## config.mk

```make
export PLATFORM = sky130hd
export DESIGN_NAME = layer_argmax
export DESIGN_NICKNAME = d
export VERILOG_FILES = /design/src/rtl/nn_pkg.sv /design/src/rtl/layer_argmax.sv
export SDC_FILE = /design/constraint.sdc
export NUM_CORES = 1
export LEC_CHECK = 0
export CORE_MARGIN = 3
export CORE_UTILIZATION = 35
export DETAILED_ROUTE_END_ITERATION = 7
export PLACE_DENSITY_LB_ADDON = 0.1
export REMOVE_ABC_BUFFERS = 1
export SYNTH_ARGS = -nofsm -noshare
export SYNTH_HDL_FRONTEND = slang
export SYNTH_SLANG_ARGS = --single-unit
```

## constraint.sdc

```tcl
create_clock -name clk -period 8.9 [get_ports clk]
set_clock_uncertainty 0.2 [all_clocks]
set_input_delay 1.78 -clock clk [delete_from_list [all_inputs] [get_ports clk]]
set_output_delay 1.78 -clock clk [all_outputs]
set_load 0.02 [all_outputs]
```

## src/rtl/nn_pkg.sv

```systemverilog
// Shared type definitions for the neural-network datapath blocks.
package nn_pkg;

    // Per-neuron sequencing states used by the neuron blocks.
    typedef enum logic [1:0] {
        NEURON_IDLE  = 2'd0,
        NEURON_ACCUM = 2'd1,
        NEURON_ACT   = 2'd2
    } neuron_state_t;

    // Argmax sequencing: gather the layer, walk it once, hold the result.
    typedef enum logic [1:0] {
        COLLECT = 2'd0,
        SCAN    = 2'd1,
        DONE    = 2'd2
    } argmax_state_t;

endpackage

```

## src/rtl/layer_argmax.sv

```systemverilog
// Captures one output-layer vector as each neuron reports, walks it one
// element per cycle to find the largest value (lowest index on ties), and
// presents the winning class on a valid/ready port.
module layer_argmax
    import nn_pkg::*;
#(
    parameter int numNeurons = 10,
    parameter int dataWidth  = 8,
    localparam int indexWidth = $clog2(numNeurons)
) (
    input  logic                            clk,
    input  logic                            reset_n,
    input  logic                            clear,
    input  logic [numNeurons*dataWidth-1:0] layerIn,
    input  logic [numNeurons-1:0]           layerInValid,
    output logic [indexWidth-1:0]           classOut,
    output logic [dataWidth-1:0]            maxOut,
    output logic                            classValid,
    input  logic                            classReady,
    output logic                            busy
);

    argmax_state_t          state;
    logic [numNeurons-1:0]  gotFlag;
    logic [numNeurons-1:0]  capEn;
    logic [dataWidth-1:0]   capReg [numNeurons];
    logic [indexWidth-1:0]  scanIdx;
    logic [indexWidth-1:0]  bestIdx;
    logic [dataWidth-1:0]   bestVal;
    logic [dataWidth-1:0]   scanVal;
    logic                   takeNew;
    logic [indexWidth-1:0]  nextIdx;
    logic [dataWidth-1:0]   nextVal;
    logic                   allReported;
    logic                   lastIdx;

    // A neuron is captured only on its first valid while gathering.
    genvar gi;
    generate
        for (gi = 0; gi < numNeurons; gi++) begin : g_cap
            assign capEn[gi] = (state == COLLECT) && !clear && layerInValid[gi] && !gotFlag[gi];

            // Capture storage carries no reset; it is only observed after a full scan.
            always_ff @(posedge clk) begin
                if (capEn[gi]) begin
                    capReg[gi] <= layerIn[gi*dataWidth +: dataWidth];
                end
            end
        end
    endgenerate

    assign allReported = &(gotFlag | layerInValid);
    assign lastIdx     = (scanIdx == indexWidth'(numNeurons - 1));
    assign scanVal     = capReg[scanIdx];
    // Strict compare keeps the earliest index on ties; element 0 always seeds.
    assign takeNew     = (scanIdx == '0) || (scanVal > bestVal);
    assign nextIdx     = takeNew ? scanIdx : bestIdx;
    assign nextVal     = takeNew ? scanVal : bestVal;

    // Sequencer: gather flags, scan running maximum, hold result until accepted.
    always_ff @(posedge clk or negedge reset_n) begin
        if (!reset_n) begin
            state      <= COLLECT;
            gotFlag    <= '0;
            scanIdx    <= '0;
            bestIdx    <= '0;
            bestVal    <= '0;
            classOut   <= '0;
            maxOut     <= '0;
            classValid <= 1'b0;
            busy       <= 1'b0;
        end else if (clear) begin
            state      <= COLLECT;
            gotFlag    <= '0;
            classValid <= 1'b0;
            busy       <= 1'b0;
        end else begin
            case (state)
                COLLECT: begin
                    gotFlag <= gotFlag | layerInValid;
                    if (allReported) begin
                        state   <= SCAN;
                        scanIdx <= '0;
                        bestIdx <= '0;
                        bestVal <= '0;
                        busy    <= 1'b1;
                    end
                end
                SCAN: begin
                    bestIdx <= nextIdx;
                    bestVal <= nextVal;
                    if (lastIdx) begin
                        state      <= DONE;
                        classOut   <= nextIdx;
                        maxOut     <= nextVal;
                        classValid <= 1'b1;
                    end else begin
                        scanIdx <= scanIdx + indexWidth'(1);
                    end
                end
                DONE: begin
                    if (classReady) begin
                        state      <= COLLECT;
                        gotFlag    <= '0;
                        classValid <= 1'b0;
                        busy       <= 1'b0;
                    end
                end
                default: begin
                    state <= COLLECT;
                end
            endcase
        end
    end

endmodule

```

==> qor.yml <==
status: "complete, no violations"
period_share_pct: 50.5
die_area_sq_um: 16400
p_per_area_nw_per_um2: 264
cp.arrival_ps: 4640
die_h_um: 128
synth_cell_type_count: 44
ys_seq_area_share_pct: 66.2
intPower_mw: 1.30
timing.final.crit_period_ps: 4490
cts_setup_buffers: 0
fmax_ghz: 0.223
relSlewSlack_pct: 29.4
cts_hold_buf: 0
worst_pin_slew_ps: 1050
mostFrequentLayoutCells: "clkdlybuf4s50_1, edfxtp_1, nor2_1"
drtAntennaViolNets: 0
first_iter_violations: 324
vias: 3402
placement_rows: 43
cts_buffer_depth: 2
cts.sinks: 122
drc_errors: 0
irDropWorstVdd_mv: 0.150
grt_pass1_wl_um: 20000
p_clk_share_pct: 37.4
async_flop_share_pct: 34.4
dp_cells: 637
fin_cells: 669
seqPwrFrac_pct: 36.5
antenna_found_initial: 0
die_x_um: 128
yosys_warnings: 0
clk_pin_slew_ps: 60
cts-buffers-inserted: 17
via_per_inst: 5.09
ys_ff_latch: 122
critPathRequiredTime_ps: 9050
wl_per_cell_um: 19.5
postLayoutCellArea_sq_um: 7030
areaGrowthSynthToFinish_pct: 34.8
end_kind: "flop"
fin_tns_setup_ps: 0
cts_tree: "built"
setup_viol: 0
dp_hpwl_um: 9490
grt_pass1_vias: 3578
layout_commonest_cell: "clkdlybuf4s50_1"
grt.overflow.total: 0
hold_viol_final: 0
synthCells: 364
rsz0062_at_grt: "false"
cts-root-buf: "clkbuf_16"
synth_top_flop_cell: "edfxtp_1"
leakage_nw: 2.69
switchingPower_uw: 555
netlist_area_sq_um: 5220
fin_nets: 581
totalWireLength_um: 13000
start_util_pct: 36.7
grt_max_degree: 43
hp-class: "flop to flop"
finalCoreUtilization_pct: 49.5
globalplace.congestion: 0.836
start_kind: "flop"
swShare_pct: 29.9
drive_gt1_share_pct: 12.5
setup_slack_ps: 4410
htreeDepth: 4
io_pins: 108
dp_slack_ps: 4150
num_antenna_cells: 0
fill_cells: 1250
synth_area_per_cell_sq_um: 14.3
core_area_sq_um: 14200
firstDrtPassIters: 4
drv_cap: 0
insertion_delay_ps: 410
drv_slew: 0
grtUsageTotal_pct: 16.6
critPathMaxFanout: 23
crit_type: "flop to flop"
synth_edf_count: 80
cts-resized-gates: 0
p_comb_share_pct: 26.1
postPlaceCellArea_sq_um: 6430
port_buffers: 107
-- cell type report --
class | count | area (sq um) | area share, %
tap | 180 | 225 | 3.20
sequential | 122 | 3450 | 49.1
inverter | 15 | 56.3 | 0.800
timing repair buffer | 109 | 1080 | 15.4
clock buffer | 17 | 425 | 6.05
clock inverter | 15 | 176 | 2.51
multi-input combinational | 211 | 1620 | 23.0
-- kinds of logic after synthesis --
family                     Yosys count  synth area share [%]
AOI/OAI and AO/OA                   78                  10.4
muxes                               26                  9.40
xor gates and xnor gates             1                 0.168
and+or+nand+nor                     95                  8.37
DFF                                122                  66.2
adders and majority gates           11                  2.64
buffers and inverters               31                  2.85
-- sequential cells by signal (all words and copies together), names as in the netlist --
name,count
busy,1
classOut,4
capReg,80
gotFlag,10
classValid,1
scanIdx,4
bestVal,8
maxOut,8
state,2
bestIdx,4
-- synthesized netlist by cell type (2+ instances only) --
cell	number	area (sq um)
edfxtp_1	80	2400
nor2_1	43	161
dfrtp_1	42	1050
a21oi_1	28	140
nand2_1	21	78.8
inv_1	13	48.8
a22o_1	11	96.3
ha_1	11	138
mux2i_1	10	100
o211ai_1	10	75.1
clkbuf_1	8	30.0
mux4_1	8	210
mux4_2	8	180
a22oi_2	7	87.6
or2_2	7	43.8
o22ai_1	6	37.5
o21ai_1	5	25.0
buf_2	4	20.0
nand3_1	4	20.0
o21ai_0	4	20.0
nand4_1	3	18.8
nor2b_1	3	18.8
nor3_1	3	15.0
and3b_1	2	17.5
inv_2	2	7.51
nand2b_1	2	12.5
or2_1	2	12.5
-- per-layer routing --
layer / GRT usage, % / part of all wire [%] / vias to the layer above
li1: - / - / 1604
met1: 22.8 / 46 / 1671
met2: 25.4 / 47 / 116
met3: 4.17 / 5.2 / 11
met4: 6.74 / 1.3 / 0
met5: 0 / 0 / -
-- worst paths after layout --
check	start	endpoint	slack, ps	cells after the start
hold / removal	bestIdx[0]	bestIdx[0]	300	1
setup reg to reg	scanIdx[0]	bestVal[1]	4410	11
hold reg to reg	bestIdx[0]	bestIdx[0]	300	1
min in group asynchronous	reset_n	maxOut[3]	1330	1
setup / recovery	scanIdx[0]	bestVal[1]	4410	11
max in group asynchronous	reset_n	gotFlag[4]	6560	1
-- critical path, stage by stage (launching register included) --
cell and delay, ps:
dfrtp_1 460, buf_4 410, mux4_1 670, a22oi_2 260
nand2_1 140, ha_1 220, a211oi_1 350, o211ai_1 150
o21ai_1 140, o22ai_2 310, o21ai_1 850, a22o_1 250
-- per-stage QoR --
| stage | hold slack, ps | power [mW] |
|---|---|---|
| floorplan | 265 | 0.998 |
| global placement | 283 | 1.17 |
| detailed placement | 282 | 1.18 |
| CTS | 303 | 1.88 |
| global route | 309 | 1.95 |
| finish | 302 | 1.86 |
-- power by group through the flow --
stage | Sequential [mW] | Clock [mW] | Combinational (mW)
after floorplan | 0.685 | 0 | 0.313
after global placement | 0.689 | 0 | 0.481
after detailed placement | 0.690 | 0 | 0.486
after CTS | 0.679 | 0.709 | 0.490
after global routing | 0.683 | 0.734 | 0.537
final | 0.678 | 0.696 | 0.485
Note: power is estimated with default switching activity, not from simulation.
